## src/rtl/ad9280_scop_axis_packer_pkg.sv

```systemverilog
// Shared types and constants for the AD9280 scope sample packer.
// Holds the FSM encoding, byte-lane geometry and the tkeep mask helper.
package ad9280_scop_pkg;

  typedef enum logic [1:0] {
    ST_IDLE  = 2'd0,
    ST_RUN   = 2'd1,
    ST_FLUSH = 2'd2
  } state_t;

  localparam int LANES      = 4;
  localparam int LANE_CNT_W = 2;
  localparam int BYTE_W     = 8;
  localparam int WORD_W     = LANES * BYTE_W;

  localparam logic [LANE_CNT_W-1:0] LAST_LANE = 2'd3;

  // Number of filled lanes (0..4) to an LSB-first tkeep mask.
  function automatic logic [LANES-1:0] lane_mask(input logic [LANE_CNT_W:0] n);
    logic [LANES-1:0] m;
    case (n)
      3'd0:    m = 4'b0000;
      3'd1:    m = 4'b0001;
      3'd2:    m = 4'b0011;
      3'd3:    m = 4'b0111;
      default: m = 4'b1111;
    endcase
    return m;
  endfunction

endpackage

```

## src/rtl/ad9280_scop_axis_packer_if.sv

```systemverilog
// AXI4-Stream output bundle of the packer; master drives data, slave drives ready.
interface ad9280_scop_axis_if;
  import ad9280_scop_pkg::*;

  logic [WORD_W-1:0] m_axis_tdata;
  logic [LANES-1:0]  m_axis_tkeep;
  logic              m_axis_tlast;
  logic              m_axis_tvalid;
  logic              m_axis_tready;

  modport master (
    output m_axis_tdata,
    output m_axis_tkeep,
    output m_axis_tlast,
    output m_axis_tvalid,
    input  m_axis_tready
  );

  modport slave (
    input  m_axis_tdata,
    input  m_axis_tkeep,
    input  m_axis_tlast,
    input  m_axis_tvalid,
    output m_axis_tready
  );
endinterface

```

## src/rtl/ad9280_scop_axis_packer.sv

```systemverilog
// Packs decimated 8-bit ADC samples into 32-bit AXI-Stream words grouped into frames,
// with abort flushing of partial frames when enable drops.
module ad9280_scop_axis_packer
  import ad9280_scop_pkg::*;
#(
  parameter int FRAME_LEN_WIDTH = 16,
  parameter int DECIM_WIDTH     = 8
) (
  input  logic                       sys_clk,
  input  logic                       sys_rst_n,
  input  logic                       s_valid,
  input  logic [BYTE_W-1:0]          s_data,
  output logic                       s_ready,
  input  logic                       enable,
  input  logic [FRAME_LEN_WIDTH-1:0] frame_len,
  input  logic [DECIM_WIDTH-1:0]     decim,
  ad9280_scop_axis_if.master         m_axis,
  output logic                       frame_done,
  output logic [FRAME_LEN_WIDTH-1:0] frame_count,
  output logic                       frame_aborted
);

  localparam logic [FRAME_LEN_WIDTH-1:0] LEN_ZERO = {FRAME_LEN_WIDTH{1'b0}};
  localparam logic [FRAME_LEN_WIDTH-1:0] LEN_ONE  = {{(FRAME_LEN_WIDTH-1){1'b0}}, 1'b1};
  localparam logic [DECIM_WIDTH-1:0]     DEC_ZERO = {DECIM_WIDTH{1'b0}};
  localparam logic [DECIM_WIDTH-1:0]     DEC_ONE  = {{(DECIM_WIDTH-1){1'b0}}, 1'b1};

  state_t                     r_state;
  logic [FRAME_LEN_WIDTH-1:0] r_len;
  logic [DECIM_WIDTH-1:0]     r_decim;
  logic [DECIM_WIDTH-1:0]     r_dcnt;
  logic [FRAME_LEN_WIDTH-1:0] r_kept;
  logic [LANE_CNT_W-1:0]      r_lane_cnt;
  logic [3*BYTE_W-1:0]        r_lanes;
  logic [WORD_W-1:0]          r_tdata;
  logic [LANES-1:0]           r_tkeep;
  logic                       r_tlast;
  logic                       r_tvalid;
  logic                       r_frame_done;
  logic [FRAME_LEN_WIDTH-1:0] r_frame_count;
  logic                       r_aborted;

  state_t                     w_state_nxt;
  logic                       w_start;
  logic                       w_flush_load;
  logic                       w_out_free;
  logic                       w_out_hs;
  logic                       w_s_ready;
  logic                       w_acc;
  logic                       w_keep;
  logic                       w_last;
  logic                       w_emit;
  logic [FRAME_LEN_WIDTH-1:0] w_kept_inc;
  logic [WORD_W-1:0]          w_word;

  assign w_out_free = !r_tvalid || m_axis.m_axis_tready;
  assign w_out_hs   = r_tvalid && m_axis.m_axis_tready;
  assign w_s_ready  = (r_state == ST_RUN) && w_out_free;
  assign w_acc      = s_valid && w_s_ready;
  assign w_keep     = w_acc && (r_dcnt == DEC_ZERO);
  assign w_kept_inc = r_kept + LEN_ONE;
  assign w_last     = w_keep && (w_kept_inc == r_len);
  assign w_emit     = w_keep && ((r_lane_cnt == LAST_LANE) || w_last);

  // Next-state logic; a flush word is only loaded once the output register is free.
  always_comb begin
    w_state_nxt  = r_state;
    w_start      = 1'b0;
    w_flush_load = 1'b0;
    case (r_state)
      ST_IDLE: begin
        if (enable) begin
          w_state_nxt = ST_RUN;
          w_start     = 1'b1;
        end else begin
          w_state_nxt = ST_IDLE;
        end
      end
      ST_RUN: begin
        if (!enable) begin
          w_state_nxt = ST_FLUSH;
        end else begin
          w_state_nxt = ST_RUN;
        end
      end
      ST_FLUSH: begin
        if (w_out_free && (r_kept != LEN_ZERO)) begin
          w_flush_load = 1'b1;
        end else if (w_out_free) begin
          w_state_nxt = ST_IDLE;
        end else begin
          w_state_nxt = ST_FLUSH;
        end
      end
      default: w_state_nxt = ST_IDLE;
    endcase
  end

  // Merge the incoming byte into the pending lanes; lanes above it stay zero.
  always_comb begin
    w_word = {WORD_W{1'b0}};
    case (r_lane_cnt)
      2'd0:    w_word = {24'h000000, s_data};
      2'd1:    w_word = {16'h0000, s_data, r_lanes[7:0]};
      2'd2:    w_word = {8'h00, s_data, r_lanes[15:0]};
      default: w_word = {s_data, r_lanes};
    endcase
  end

  // State, output word, frame counters and status registers.
  always_ff @(posedge sys_clk) begin
    if (!sys_rst_n) begin
      r_state       <= ST_IDLE;
      r_len         <= LEN_ZERO;
      r_decim       <= DEC_ZERO;
      r_dcnt        <= DEC_ZERO;
      r_kept        <= LEN_ZERO;
      r_lane_cnt    <= {LANE_CNT_W{1'b0}};
      r_lanes       <= {(3*BYTE_W){1'b0}};
      r_tdata       <= {WORD_W{1'b0}};
      r_tkeep       <= {LANES{1'b0}};
      r_tlast       <= 1'b0;
      r_tvalid      <= 1'b0;
      r_frame_done  <= 1'b0;
      r_frame_count <= LEN_ZERO;
      r_aborted     <= 1'b0;
    end else begin
      r_state      <= w_state_nxt;
      r_frame_done <= w_out_hs && r_tlast;
      if (w_out_hs && r_tlast) begin
        r_frame_count <= r_frame_count + LEN_ONE;
      end else begin
        r_frame_count <= r_frame_count;
      end

      if (w_emit) begin
        r_tdata  <= w_word;
        r_tkeep  <= lane_mask({1'b0, r_lane_cnt} + 3'd1);
        r_tlast  <= w_last;
        r_tvalid <= 1'b1;
      end else if (w_flush_load) begin
        r_tdata  <= {8'h00, r_lanes};
        r_tkeep  <= lane_mask({1'b0, r_lane_cnt});
        r_tlast  <= 1'b1;
        r_tvalid <= 1'b1;
      end else if (w_out_hs) begin
        r_tvalid <= 1'b0;
      end else begin
        r_tvalid <= r_tvalid;
      end

      if (w_start) begin
        r_len      <= (frame_len == LEN_ZERO) ? LEN_ONE : frame_len;
        r_decim    <= decim;
        r_dcnt     <= DEC_ZERO;
        r_kept     <= LEN_ZERO;
        r_lane_cnt <= {LANE_CNT_W{1'b0}};
        r_lanes    <= {(3*BYTE_W){1'b0}};
        r_aborted  <= 1'b0;
      end else if (w_flush_load) begin
        r_kept     <= LEN_ZERO;
        r_lane_cnt <= {LANE_CNT_W{1'b0}};
        r_lanes    <= {(3*BYTE_W){1'b0}};
        r_aborted  <= 1'b1;
      end else if (w_acc && w_last) begin
        // Frame complete: next accepted sample opens a fresh frame.
        r_dcnt     <= DEC_ZERO;
        r_kept     <= LEN_ZERO;
        r_lane_cnt <= {LANE_CNT_W{1'b0}};
        r_lanes    <= {(3*BYTE_W){1'b0}};
      end else if (w_acc) begin
        r_dcnt <= (r_dcnt == r_decim) ? DEC_ZERO : (r_dcnt + DEC_ONE);
        if (w_keep && (r_lane_cnt == LAST_LANE)) begin
          r_kept     <= w_kept_inc;
          r_lane_cnt <= {LANE_CNT_W{1'b0}};
          r_lanes    <= {(3*BYTE_W){1'b0}};
        end else if (w_keep) begin
          r_kept     <= w_kept_inc;
          r_lane_cnt <= r_lane_cnt + 2'd1;
          r_lanes    <= w_word[3*BYTE_W-1:0];
        end else begin
          r_kept <= r_kept;
        end
      end else begin
        r_dcnt <= r_dcnt;
      end
    end
  end

  assign s_ready              = w_s_ready;
  assign m_axis.m_axis_tdata  = r_tdata;
  assign m_axis.m_axis_tkeep  = r_tkeep;
  assign m_axis.m_axis_tlast  = r_tlast;
  assign m_axis.m_axis_tvalid = r_tvalid;
  assign frame_done           = r_frame_done;
  assign frame_count          = r_frame_count;
  assign frame_aborted        = r_aborted;

endmodule

```

## src/flat_wrapper.sv

```systemverilog
// flat-port wrapper written by rule: the top's interface ports become plain ports
module ad9280_scop_axis_packer_flat import ad9280_scop_pkg::*;
#(
  parameter int FRAME_LEN_WIDTH = 16,
  parameter int DECIM_WIDTH     = 8
)
  (sys_clk, sys_rst_n, s_valid, s_data, s_ready, enable, frame_len, decim, frame_done, frame_count, frame_aborted, m_axis_m_axis_tdata, m_axis_m_axis_tkeep, m_axis_m_axis_tlast, m_axis_m_axis_tvalid, m_axis_m_axis_tready);
  ad9280_scop_axis_if m_axis_i ();
  input  logic sys_clk;
  input  logic sys_rst_n;
  input  logic s_valid;
  input  logic [BYTE_W-1:0] s_data;
  output logic s_ready;
  input  logic enable;
  input  logic [FRAME_LEN_WIDTH-1:0] frame_len;
  input  logic [DECIM_WIDTH-1:0] decim;
  output logic frame_done;
  output logic [FRAME_LEN_WIDTH-1:0] frame_count;
  output logic frame_aborted;
  output wire logic [$bits(m_axis_i.m_axis_tdata)-1:0] m_axis_m_axis_tdata;
  output wire logic [$bits(m_axis_i.m_axis_tkeep)-1:0] m_axis_m_axis_tkeep;
  output wire logic [$bits(m_axis_i.m_axis_tlast)-1:0] m_axis_m_axis_tlast;
  output wire logic [$bits(m_axis_i.m_axis_tvalid)-1:0] m_axis_m_axis_tvalid;
  input wire logic [$bits(m_axis_i.m_axis_tready)-1:0] m_axis_m_axis_tready;
  assign m_axis_m_axis_tdata = m_axis_i.m_axis_tdata;
  assign m_axis_m_axis_tkeep = m_axis_i.m_axis_tkeep;
  assign m_axis_m_axis_tlast = m_axis_i.m_axis_tlast;
  assign m_axis_m_axis_tvalid = m_axis_i.m_axis_tvalid;
  assign m_axis_i.m_axis_tready = m_axis_m_axis_tready;
  ad9280_scop_axis_packer #(.FRAME_LEN_WIDTH(FRAME_LEN_WIDTH), .DECIM_WIDTH(DECIM_WIDTH)) u_core (.sys_clk(sys_clk), .sys_rst_n(sys_rst_n), .s_valid(s_valid), .s_data(s_data), .s_ready(s_ready), .enable(enable), .frame_len(frame_len), .decim(decim), .m_axis(m_axis_i), .frame_done(frame_done), .frame_count(frame_count), .frame_aborted(frame_aborted));
endmodule
```

## config.mk

```make
export PLATFORM = sky130hd
export DESIGN_NAME = ad9280_scop_axis_packer_flat
export DESIGN_NICKNAME = d
export VERILOG_FILES = /design/src/rtl/ad9280_scop_axis_packer_pkg.sv /design/src/rtl/ad9280_scop_axis_packer_if.sv /design/src/rtl/ad9280_scop_axis_packer.sv /design/src/flat_wrapper.sv
export SDC_FILE = /design/constraint.sdc
export NUM_CORES = 1
export LEC_CHECK = 0
export BUFFER_PORTS_ARGS = -buffer_cell sky130_fd_sc_hd__buf_2
export CORE_AREA = 2 2 122 124
export CTS_BUF_LIST = sky130_fd_sc_hd__clkbuf_8 sky130_fd_sc_hd__clkbuf_16
export CTS_CLUSTER_SIZE = 20
export DETAILED_ROUTE_END_ITERATION = 8
export DIE_AREA = 0 0 124 126
export PLACE_DENSITY_LB_ADDON = 0.3
export SLEW_MARGIN = 5
export SYNTH_ARGS = -nofsm -noshare
export SYNTH_HDL_FRONTEND = slang
export SYNTH_SLANG_ARGS = --single-unit
```

## constraint.sdc

```tcl
create_clock -name sys_clk -period 2.6 [get_ports sys_clk]
set_input_delay 0.26 -clock sys_clk [delete_from_list [all_inputs] [get_ports sys_clk]]
set_output_delay 0.26 -clock sys_clk [all_outputs]
set_load 0.05 [all_outputs]
```

==> impl_metrics.env <==
export IMPL_port_buffers=93
export IMPL_cts_tree="yes"
export IMPL_yosysUniqueCellTypes=63
export IMPL_slew_violations=0
export IMPL_setup_viol=86
export IMPL_total_power_mw=4.95
export IMPL_postCtsHoldBufs=0
export IMPL_fin_tns_setup_ns=-11.85
export IMPL_fin_skew_ns=0.00562
export IMPL_syn_cell_area_mm2=0.00622
export IMPL_hold_viol_final=0
export IMPL_powerDensity_mw_per_mm2=581
export IMPL_core_mm2=0.0143
export IMPL_io_pins=94
export IMPL_min_period_over_period=1.08
export IMPL_synth_flop_cell="dfxtp_1"
export IMPL_cts_root_buffer="clkbuf_16"
export IMPL_fillers=1247
export IMPL_routed_via_density=5.51
export IMPL_violations="negative setup slack"
export IMPL_fin_area_mm2=0.00852
export IMPL_clockBufferDepth=2
export IMPL_fin_ws_ns=-0.219
export IMPL_ys_warn_count=0
export IMPL_die_h_um=126
export IMPL_required_ns=2.91
export IMPL_dieArea_mm2=0.0156
export IMPL_cap_violations=0
export IMPL_min_path_type="in -> reg"
export IMPL_rsz0062_at_grt="true"
export IMPL_cts_buffers=17
export IMPL_route_detailed_drc=0
export IMPL_globalplace_congestion=0.845
export IMPL_synthCells=731
export IMPL_h_tree_depth=4
export IMPL_regArea_mm2=0.00265
export IMPL_clock_sinks=132
export IMPL_status="finished, violations left"
export IMPL_critPathLaunchType="register"
export IMPL_endpoint_kind="register"
export IMPL_syn_nets=779
export IMPL_synth_seq_cells=132
export IMPL_syn_area_per_cell_um2=8.51
export IMPL_wirelength_um=18000
export IMPL_vias=5884
export IMPL_start_util=0.435
export IMPL_syn2layout_area_growth_pct=37.1
export IMPL_worstMarginPinSlew_ns=1.12
export IMPL_postLayoutCoreUtil=0.596
export IMPL_worstSetupPathType="reg -> reg"
export IMPL_multiInputGateArea_mm2=0.00374
export IMPL_diodes=0
export IMPL_grt_overflow_total=0
export IMPL_postRouteAntennaNets=0
export IMPL_drive_above_1_share=0.344
export IMPL_clkLatencyLatePin_ns=0.42
export IMPL_worst_ir_drop_vdd_uv=483
export IMPL_grt_max_degree=57
export IMPL_p_leak_nw=3.41
export IMPL_async_reset_ff_frac=0
export IMPL_antenna_found_initial=0
export IMPL_holdWs_ns=0.0651
export IMPL_arrival_ns=3.13
export IMPL_synth_yosys_seq_area_share=0.425
export IMPL_cp_max_fo=7
export IMPL_grt_use_total=0.225
export IMPL_fmax_ghz=0.355
export IMPL_place_area_mm2=0.00719
export IMPL_fp_dieW_um=124
export IMPL_fin_nets=919
export IMPL_grt_pass1_vias=5451
export IMPL_slew_limit_headroom=0.252
export IMPL_dp_hpwl_um=11800
export IMPL_drt_iter0_markers=451
export IMPL_grt_first_pass_wirelength_um=27400
export IMPL_first_pass_iters=5
export IMPL_path_clk_slew_ns=0.06
export IMPL_fp_row_count=44
export IMPL_routedWlPerCell_um=16.9
export IMPL_synth_edf_count=0
export IMPL_min_period_ns=2.82
[metrics by stage]
step                setup WS [ns]  std cells
floorplan                 0.00298        731
global placement          -0.0949       1017
detailed placement         -0.195       1017
CTS                        -0.162       1055
global route               -0.332       1068
finish                     -0.219       1068
[report_power, final]
part | total (mW) | switching (mW) | leakage [nW] | internal, mW
Combinational | 0.424 | 0.254 | 2.03 | 0.170
Sequential | 2.08 | 0.0285 | 1.07 | 2.06
Clock | 2.44 | 0.875 | 0.312 | 1.57
[cells in the final DEF (no fill, tap or decap), types with 24 or more instances in the layout]
cell type and instances:
dfxtp_1 130, buf_2 93, nand2_1 84, buf_4 61, nor2_1 58, nand3_1 34, a21oi_1 32, xor2_1 30
a22o_1 29, xnor2_1 27, a22oi_2 24
[cells by family after synthesis]
family | Yosys count | share of synthesized area
adder cells (fa/ha/maj) | 11 | 0.0221
flip-flops | 132 | 0.425
AO/OA/AOI/OAI | 180 | 0.204
AND/OR/NAND/NOR | 284 | 0.219
XOR/XNOR | 57 | 0.0803
multiplexers | 2 | 0.00342
buffers and inverters | 65 | 0.0461
[critical path: stages, from the launching register on]
cell	delay (ns)
dfxtp_2	0.32
inv_2	0.08
ha_4	0.13
or4b_4	0.46
nor4_4	0.21
buf_4	0.18
nand2_4	0.06
a2111oi_4	0.23
o2111ai_2	0.22
buf_4	0.20
nor2_4	0.10
or3_4	0.25
clkbuf_16	0.22
nor2_1	0.04
[state kept, by name, summed over array words and instances, names as in the netlist]
name	count
u_core.r_lane_cnt	2
u_core.frame_count	16
u_core.frame_done	1
u_core.m_axis.m_axis_tlast	1
u_core.r_len	16
u_core.r_decim	8
u_core.r_state	2
u_core.m_axis.m_axis_tdata	32
u_core.r_lanes	24
u_core.m_axis.m_axis_tvalid	1
u_core.m_axis.m_axis_tkeep	4
u_core.r_kept	16
u_core.r_dcnt	8
u_core.frame_aborted	1
[worst paths after layout]
kind,start,endpoint,slack [ns],depth (start not counted)
min reg2reg,u_core.m_axis.m_axis_tdata[5],u_core.m_axis.m_axis_tdata[5],0.45,2
max,u_core.r_dcnt[0],u_core.r_lanes[11],-0.22,13
min,frame_len[4],u_core.r_len[4],0.07,2
max reg2reg,u_core.r_dcnt[0],u_core.r_lanes[11],-0.22,13
[repair_timing]
item / 4_1_cts / 5_1_grt
resized for setup: 18 / 108
setup endpoints to repair: 76 / 86
pin swaps: 2 / 41
setup buffers: 4 / 7
gates cloned: 2 / 7
hold endpoints to repair: 0 / 0
[cell usage after synthesis (8+ instances only)]
master,instances,area share
dfxtp_1,132,0.42
nand2_1,84,0.051
nor2_1,84,0.051
a21oi_1,47,0.038
nand3_1,35,0.028
a22oi_1,32,0.039
xor2_1,30,0.042
a22o_1,29,0.041
clkbuf_1,29,0.018
xnor2_1,27,0.038
o21ai_1,15,0.012
o21ai_0,14,0.011
buf_2,13,0.010
and3_1,12,0.012
inv_1,12,0.0072
ha_1,11,0.022
a31oi_1,10,0.010
nor4_1,10,0.010
or3_1,9,0.0091
a2bb2oi_1,8,0.011
[layer usage]
layer,track usage,vias to the layer above,wire (µm)
met1,0.302,2841,7940
met4,0.0529,0,230
met2,0.361,159,8790
li1,-,2863,-
met3,0.0625,21,1070
met5,0,-,0
[final cells by class]
cell class | count | share of cell area
clock inverters | 12 | 0.0160
flip-flops and latches | 132 | 0.310
well taps | 184 | 0.0270
inverters | 12 | 0.00528
repair buffers | 173 | 0.148
clock buffers | 20 | 0.0547
multi-input cells | 535 | 0.439
Power figures use the tool's default switching activity.
